==> src/rtl/ram_stream_reader_if.sv <==
// Bundles the control, RAM port-B and output stream signals of the stream reader.
// The master modport is the reader's view. The slave modport is the controller, RAM and sink view.
interface ram_stream_reader_if #(
    parameter int ADDR_WIDTH = 9,
    parameter int DATA_WIDTH = 9
);
    logic                  start;
    logic [ADDR_WIDTH-1:0] base_addr;
    logic [ADDR_WIDTH:0]   length;
    logic                  busy;
    logic                  done;
    logic [ADDR_WIDTH-1:0] ram_addr;
    logic                  ram_blk_n;
    logic                  ram_wen_n;
    logic [DATA_WIDTH-1:0] ram_dout;
    logic [DATA_WIDTH-1:0] dout;
    logic                  dout_valid;
    logic                  dout_ready;

    modport master (
        input  start, base_addr, length, ram_dout, dout_ready,
        output busy, done, ram_addr, ram_blk_n, ram_wen_n, dout, dout_valid
    );

    modport slave (
        output start, base_addr, length, ram_dout, dout_ready,
        input  busy, done, ram_addr, ram_blk_n, ram_wen_n, dout, dout_valid
    );
endinterface

==> src/rtl/ram_stream_reader.sv <==
// Read-side burst engine for a RAM4K9 buffer.
// It issues port-B reads from base_addr for length words and tracks the RAM latency
// with a valid shift register. Returned words land in a 4-entry FIFO. Credits
// (in-flight plus buffered words) are capped at 4, so backpressure never drops data.
module ram_stream_reader #(
    parameter int ADDR_WIDTH = 9,
    parameter int DATA_WIDTH = 9,
    parameter int PIPE       = 0
) (
    input  logic                clk,
    input  logic                rst_n,
    ram_stream_reader_if.master bus
);
    localparam int LW     = ADDR_WIDTH + 1;
    localparam int STAGES = PIPE + 1;

    typedef enum logic [1:0] {
        ST_IDLE  = 2'd0,
        ST_RUN   = 2'd1,
        ST_DRAIN = 2'd2
    } state_t;

    state_t                r_state;
    state_t                w_state_nxt;
    logic [ADDR_WIDTH-1:0] r_addr;
    logic [ADDR_WIDTH-1:0] w_addr_nxt;
    logic [LW-1:0]         r_len;
    logic [LW-1:0]         w_len_nxt;
    logic [LW-1:0]         r_issued;
    logic [LW-1:0]         w_issued_nxt;
    logic [LW-1:0]         r_accepted;
    logic [LW-1:0]         w_accepted_nxt;
    logic [PIPE:0]         r_infl;
    logic [DATA_WIDTH-1:0] r_mem [4];
    logic [1:0]            r_wr_ptr;
    logic [1:0]            r_rd_ptr;
    logic [2:0]            r_count;
    logic [2:0]            w_credit;
    logic                  w_issue;
    logic                  w_fifo_wr;
    logic                  w_fifo_full;
    logic                  w_pop;
    logic                  w_done;

    // Number of reads still travelling through the RAM pipeline
    function automatic logic [2:0] f_popcount(input logic [PIPE:0] v);
        logic [2:0] n;
        n = 3'd0;
        for (int i = 0; i <= PIPE; i++) begin
            n = n + {2'b00, v[i]};
        end
        return n;
    endfunction

    assign w_credit    = f_popcount(r_infl) + r_count;
    assign w_issue     = (r_state == ST_RUN) && (r_issued != r_len) && (w_credit < 3'd4);
    assign w_fifo_wr   = r_infl[PIPE];
    assign w_fifo_full = (r_count == 3'd4);
    assign w_pop       = (r_count != 3'd0) && bus.dout_ready;
    assign w_done      = (r_state == ST_DRAIN) && (r_accepted == r_len);

    // Next-state, address and burst counter computation
    always_comb begin
        w_state_nxt    = r_state;
        w_addr_nxt     = r_addr;
        w_len_nxt      = r_len;
        w_issued_nxt   = r_issued;
        w_accepted_nxt = r_accepted;
        case (r_state)
            ST_IDLE: begin
                if (bus.start) begin
                    w_len_nxt      = bus.length;
                    w_addr_nxt     = bus.base_addr;
                    w_issued_nxt   = {LW{1'b0}};
                    w_accepted_nxt = {LW{1'b0}};
                    if (bus.length == {LW{1'b0}}) begin
                        w_state_nxt = ST_DRAIN;
                    end else begin
                        w_state_nxt = ST_RUN;
                    end
                end else begin
                    w_state_nxt = ST_IDLE;
                end
            end
            ST_RUN: begin
                if (w_issue) begin
                    w_addr_nxt   = r_addr + ADDR_WIDTH'(1);
                    w_issued_nxt = r_issued + LW'(1);
                end else begin
                    w_addr_nxt   = r_addr;
                    w_issued_nxt = r_issued;
                end
                if (w_pop) begin
                    w_accepted_nxt = r_accepted + LW'(1);
                end else begin
                    w_accepted_nxt = r_accepted;
                end
                if (w_issued_nxt == r_len) begin
                    w_state_nxt = ST_DRAIN;
                end else begin
                    w_state_nxt = ST_RUN;
                end
            end
            ST_DRAIN: begin
                if (w_pop) begin
                    w_accepted_nxt = r_accepted + LW'(1);
                end else begin
                    w_accepted_nxt = r_accepted;
                end
                if (w_done) begin
                    w_state_nxt = ST_IDLE;
                end else begin
                    w_state_nxt = ST_DRAIN;
                end
            end
            default: begin
                w_state_nxt = ST_IDLE;
            end
        endcase
    end

    // State, address and burst counter registers
    always_ff @(posedge clk or negedge rst_n) begin
        if (!rst_n) begin
            r_state    <= ST_IDLE;
            r_addr     <= {ADDR_WIDTH{1'b0}};
            r_len      <= {LW{1'b0}};
            r_issued   <= {LW{1'b0}};
            r_accepted <= {LW{1'b0}};
        end else begin
            r_state    <= w_state_nxt;
            r_addr     <= w_addr_nxt;
            r_len      <= w_len_nxt;
            r_issued   <= w_issued_nxt;
            r_accepted <= w_accepted_nxt;
        end
    end

    // Valid shift register mirroring the RAM read latency
    always_ff @(posedge clk or negedge rst_n) begin
        if (!rst_n) begin
            r_infl <= {STAGES{1'b0}};
        end else begin
            r_infl <= (r_infl << 1) | STAGES'(w_issue);
        end
    end

    // Output FIFO: capture returning RAM data and pop on stream handshake
    always_ff @(posedge clk or negedge rst_n) begin
        if (!rst_n) begin
            for (int i = 0; i < 4; i++) begin
                r_mem[i] <= {DATA_WIDTH{1'b0}};
            end
            r_wr_ptr <= 2'd0;
            r_rd_ptr <= 2'd0;
            r_count  <= 3'd0;
        end else begin
            if (w_fifo_wr) begin
                r_mem[r_wr_ptr] <= bus.ram_dout;
                r_wr_ptr        <= r_wr_ptr + 2'd1;
            end
            if (w_pop) begin
                r_rd_ptr <= r_rd_ptr + 2'd1;
            end
            case ({w_fifo_wr, w_pop})
                2'b10:   r_count <= r_count + 3'd1;
                2'b01:   r_count <= r_count - 3'd1;
                default: r_count <= r_count;
            endcase
        end
    end

    assign bus.busy       = (r_state != ST_IDLE);
    assign bus.done       = w_done;
    assign bus.ram_addr   = r_addr;
    assign bus.ram_blk_n  = ~w_issue;
    assign bus.ram_wen_n  = 1'b1;
    assign bus.dout       = r_mem[r_rd_ptr];
    assign bus.dout_valid = (r_count != 3'd0);

    ram_stream_reader_chk u_chk (
        .i_clk       (clk),
        .i_rst_n     (rst_n),
        .i_fifo_wr   (w_fifo_wr),
        .i_fifo_full (w_fifo_full)
    );
endmodule

// Checks that the credit scheme never lets returning data hit a full FIFO.
module ram_stream_reader_chk (
    input logic i_clk,
    input logic i_rst_n,
    input logic i_fifo_wr,
    input logic i_fifo_full
);
    a_no_overflow: assert property (@(posedge i_clk) disable iff (!i_rst_n)
                                    !(i_fifo_wr && i_fifo_full));
endmodule

==> src/flat_wrapper.sv <==
// flat-port wrapper written by rule: the top's interface ports become plain ports
module ram_stream_reader_flat 
#(
    parameter int ADDR_WIDTH = 9,
    parameter int DATA_WIDTH = 9,
    parameter int PIPE       = 0
)
  (clk, rst_n, bus_start, bus_base_addr, bus_length, bus_ram_dout, bus_dout_ready, bus_busy, bus_done, bus_ram_addr, bus_ram_blk_n, bus_ram_wen_n, bus_dout, bus_dout_valid);
  ram_stream_reader_if #(.ADDR_WIDTH(ADDR_WIDTH), .DATA_WIDTH(DATA_WIDTH)) bus_i ();
  input  logic clk;
  input  logic rst_n;
  input wire logic [$bits(bus_i.start)-1:0] bus_start;
  input wire logic [$bits(bus_i.base_addr)-1:0] bus_base_addr;
  input wire logic [$bits(bus_i.length)-1:0] bus_length;
  input wire logic [$bits(bus_i.ram_dout)-1:0] bus_ram_dout;
  input wire logic [$bits(bus_i.dout_ready)-1:0] bus_dout_ready;
  output wire logic [$bits(bus_i.busy)-1:0] bus_busy;
  output wire logic [$bits(bus_i.done)-1:0] bus_done;
  output wire logic [$bits(bus_i.ram_addr)-1:0] bus_ram_addr;
  output wire logic [$bits(bus_i.ram_blk_n)-1:0] bus_ram_blk_n;
  output wire logic [$bits(bus_i.ram_wen_n)-1:0] bus_ram_wen_n;
  output wire logic [$bits(bus_i.dout)-1:0] bus_dout;
  output wire logic [$bits(bus_i.dout_valid)-1:0] bus_dout_valid;
  assign bus_i.start = bus_start;
  assign bus_i.base_addr = bus_base_addr;
  assign bus_i.length = bus_length;
  assign bus_i.ram_dout = bus_ram_dout;
  assign bus_i.dout_ready = bus_dout_ready;
  assign bus_busy = bus_i.busy;
  assign bus_done = bus_i.done;
  assign bus_ram_addr = bus_i.ram_addr;
  assign bus_ram_blk_n = bus_i.ram_blk_n;
  assign bus_ram_wen_n = bus_i.ram_wen_n;
  assign bus_dout = bus_i.dout;
  assign bus_dout_valid = bus_i.dout_valid;
  ram_stream_reader #(.ADDR_WIDTH(ADDR_WIDTH), .DATA_WIDTH(DATA_WIDTH), .PIPE(PIPE)) u_core (.clk(clk), .rst_n(rst_n), .bus(bus_i));
endmodule
==> config.mk <==
export PLATFORM = sky130hd
export DESIGN_NAME = ram_stream_reader_flat
export DESIGN_NICKNAME = d
export VERILOG_FILES = /design/src/rtl/ram_stream_reader_if.sv /design/src/rtl/ram_stream_reader.sv /design/src/flat_wrapper.sv
export SDC_FILE = /design/constraint.sdc
export NUM_CORES = 1
export LEC_CHECK = 0
export CAP_MARGIN = 20
export CORE_MARGIN = 3
export CORE_UTILIZATION = 32
export CTS_CLUSTER_SIZE = 30
export DETAILED_ROUTE_END_ITERATION = 7
export GPL_ROUTABILITY_DRIVEN = 1
export GPL_TIMING_DRIVEN = 0
export MAX_ROUTING_LAYER = met4
export PLACE_DENSITY_LB_ADDON = 0.05
export SETUP_SLACK_MARGIN = 0.05
export SYNTH_ARGS = -nofsm -noshare
export SYNTH_HDL_FRONTEND = slang
export SYNTH_SLANG_ARGS = --single-unit
==> constraint.sdc <==
create_clock -name clk -period 2.8 [get_ports clk]
set_input_delay 0.56 -clock clk [delete_from_list [all_inputs] [get_ports clk]]
set_output_delay 0.56 -clock clk [all_outputs]
set_load 0.01 [all_outputs]
==> results.toml <==
[drt]
viasPerCell = 5.204
drt_iter0_markers = 319
final_antenna_net_count = 0
wl_per_cell_um = 16.63
routed_wl_um = 11970
vias = 3747
dr.pass1.iters = 5
drcViolationCount = 0

[floorplan]
initial_core_util_pct = 32.98
rows = 44
num_io_pins = 55
die_area_um2 = 16600
die_w_um = 128.9
core_area_um2 = 14640
die_h_um = 128.9

[logic_synthesis]
synth_flop_cell = "dfrtp_1"
avgSynthCellArea_um2 = 10.39
synth.distinct_cells = 54
synth_top_area_cell = "dfrtp_1"
yosysWarningCount = 0
ys_async_sr_fraction_pct = 100.0
synth_compound_area_share_pct = 11.19
syn_area_um2 = 4830
synth_top_family_by_area = "multiplexers"
synth_nets = 510
synthXorXnorAreaFrac_pct = 6.684
yosys.area_share.adder_pct = 3.523
yosysMostFrequentCell = "dfrtp_1"
syn_inst = 465
synth_seq_cells = 85
yosys-top-cells-area = "dfrtp_1 (44%), mux2_2 (11%), mux4_2 (4.2%)"
synth_top_area_share_pct = 44.04
muxShareOfSynthArea_pct = 16.58
synth_commonest_cells = "dfrtp_1 (85), mux2_2 (46), nor2_1 (38)"
synth-edff-count = 0
synthSimpleGateAreaFrac_pct = 13.58
yosysSeqAreaShare_pct = 44.04

[sta]
postLayoutSetupSlackWorst_ps = 109.3
final-max-slew-violation-count = 0
fin_worst_skew_ps = 9.927
hold_viol_final = 0
period_share_pct = 96.10
tightest_slew_ps = 648.8
relSlewSlack_pct = 56.37
setup_viol = 0
hold_ws_ps = 110.3
period_minus_slack_ps = 2691
fmaxAchievable_mhz = 371.7
rsz0062_at_grt = "yes"

[placed_design]
place.gp.congestion = 0.8313
dp_hpwl_um = 8556
place_area_um2 = 5615
io_buffers = 53
dp_slack_ps = -22.93

[cts]
clkTransAtPathRegs_ps = 80
postCtsHoldBufs = 0
clk_path_buf_depth = 2
cts_buffers = 9
clock_latency_ps = 350
root_buffer = "clkbuf_16"
cts.sinks = 85
htreeDepth = 3
cts_tree = "yes"

[final_layout]
insertedDiodeCount = 0
layout.nets = 576
drive_gt1_share_pct = 19.59
area_growth_pct = 23.08
post-route-cell-area_um2 = 5944

[grt]
grtUsageTotal_pct = 15.60
grt_pass1_vias = 3713
antenna_found_initial = 0
grt_first_pass_wirelength_um = 19540
grt_max_degree = 63
grt_overflow_total = 0

[setup_path]
cp-end-kind = "output port"
required_ps = 2240
cp.arrival_ps = 2130
cpPeakStageDelay_ps = 400
start_kind = "flip-flop"
crit_type = "flip-flop to output port"
cp_slowest_cell = "or3_4"
crit_fanout = 9
worstPathCellList = "buf_4 > xor2_2 > or3_4 > and3b_4 > nor2_4 > inv_4 > clkdlybuf4s15_2"

[min_path]
worstHoldPathType = "input pin to asynchronous set/reset pin"

[power]
peakVddDrop_uv = 403.8
p_leak_uw = 0.002496
power.density_nw_per_um2 = 1134

[job]
cap_violations = 0

[run_status]
outcome = "complete, no violations"
-- timing repair --
item / 4_1_cts / 5_1_grt
pin swaps: 1 / 1
buffers inserted: 2 / 2
resized for setup: 13 / 2
setup endpoints to repair: 11 / 12
-- per-layer routing --
metal / share of wire (%) / global-route usage (%)
met1: 48 / 20.71
met2: 46 / 23.72
met5: 0 / -
met3: 4.3 / 2.864
met4: 1.9 / 6.053
-- path summary, 6_finish.rpt --
kind	startpoint	endpoint	slack (ps)	depth (start not counted)
max	u_core.r_issued[5]	bus_ram_blk_n	110	7
min	rst_n	u_core.r_mem[34]	110	1
max reg2reg	u_core.r_issued[5]	u_core.r_state[0]	240	9
min reg2reg	u_core.r_mem[33]	u_core.r_mem[33]	510	1
max in group asynchronous	rst_n	u_core.r_len[6]	2040	2
min in group clk	u_core.r_mem[33]	u_core.r_mem[33]	510	1
-- state kept, by name, indices dropped and copies added (netlist names) --
signal / flops
u_core.r_mem: 36
u_core.r_accepted: 10
u_core.r_issued: 10
u_core.r_len: 10
u_core.bus.ram_addr: 9
u_core.r_count: 3
u_core.r_rd_ptr: 2
u_core.r_state: 2
u_core.r_wr_ptr: 2
u_core.r_infl: 1
-- layout make-up --
type | count | area [um^2]
clock buffers | 9 | 225.2
flip-flops and latches | 85 | 2128
repair buffers | 58 | 585.6
multi-input cells | 330 | 2506
inverters | 24 | 92.59
well taps | 184 | 230.2
fillers | 1461 | 8700
clock inverters | 7 | 62.56
plain buffers | 23 | 113.9
-- worst max-delay path, delay by kind of cell, from the launching register on --
family | cells | cell delay (ps)
and+or+nand+nor | 3 | 800
xor gates and xnor gates | 1 | 150
buffers and inverters | 3 | 470
DFF | 1 | 370
-- power breakdown --
group / switching, uW / total [uW] / internal, uW
Combinational: 1570 / 3280 / 1710
Clock: 560 / 1180 / 624
Sequential: 494 / 2280 / 1780
Total: 2620 / 6740 / 4120
-- placed cells by master, fill, tap and decap left out, types with 4 or more instances in the layout --
cell type / count
dfrtp_1: 84
clkdlybuf4s50_1: 50
mux2_2: 46
nor2_1: 38
o21ai_0: 30
nand3_1: 26
nand2_1: 25
a21oi_1: 24
inv_1: 22
xor2_1: 18
xnor2_1: 17
ha_1: 12
clkbuf_1: 10
mux4_2: 9
buf_4: 9
clkbuf_16: 9
mux2i_1: 8
buf_2: 7
nor3_1: 7
o22ai_1: 7
nand4_1: 7
o31a_1: 7
and3_1: 5
or3_1: 4
-- cells by family after synthesis --
logic type                 Yosys count
adders and majority gates           13
buffers and inverters               50
muxes                               63
AOI/OAI and AO/OA                   87
and+or+nand+nor                    130
xor gates and xnor gates            36
DFF                                 85
other                                1
-- metrics by stage --
| step | util [%] | setup TNS (ps) | instances | power (uW) |
|---|---|---|---|---|
| final | 40.59 | 0 | 720 | 6740 |
| after global routing | 40.59 | 0 | 720 | 7314 |
| after CTS | 40.46 | 0 | 719 | 6807 |
| after detailed placement | 38.35 | -46.35 | 703 | 5572 |
| after global placement | 38.18 | -180700 | 702 | 5492 |
| after floorplan | - | 0 | 465 | 4422 |
Note: power is estimated with default switching activity, not from simulation.
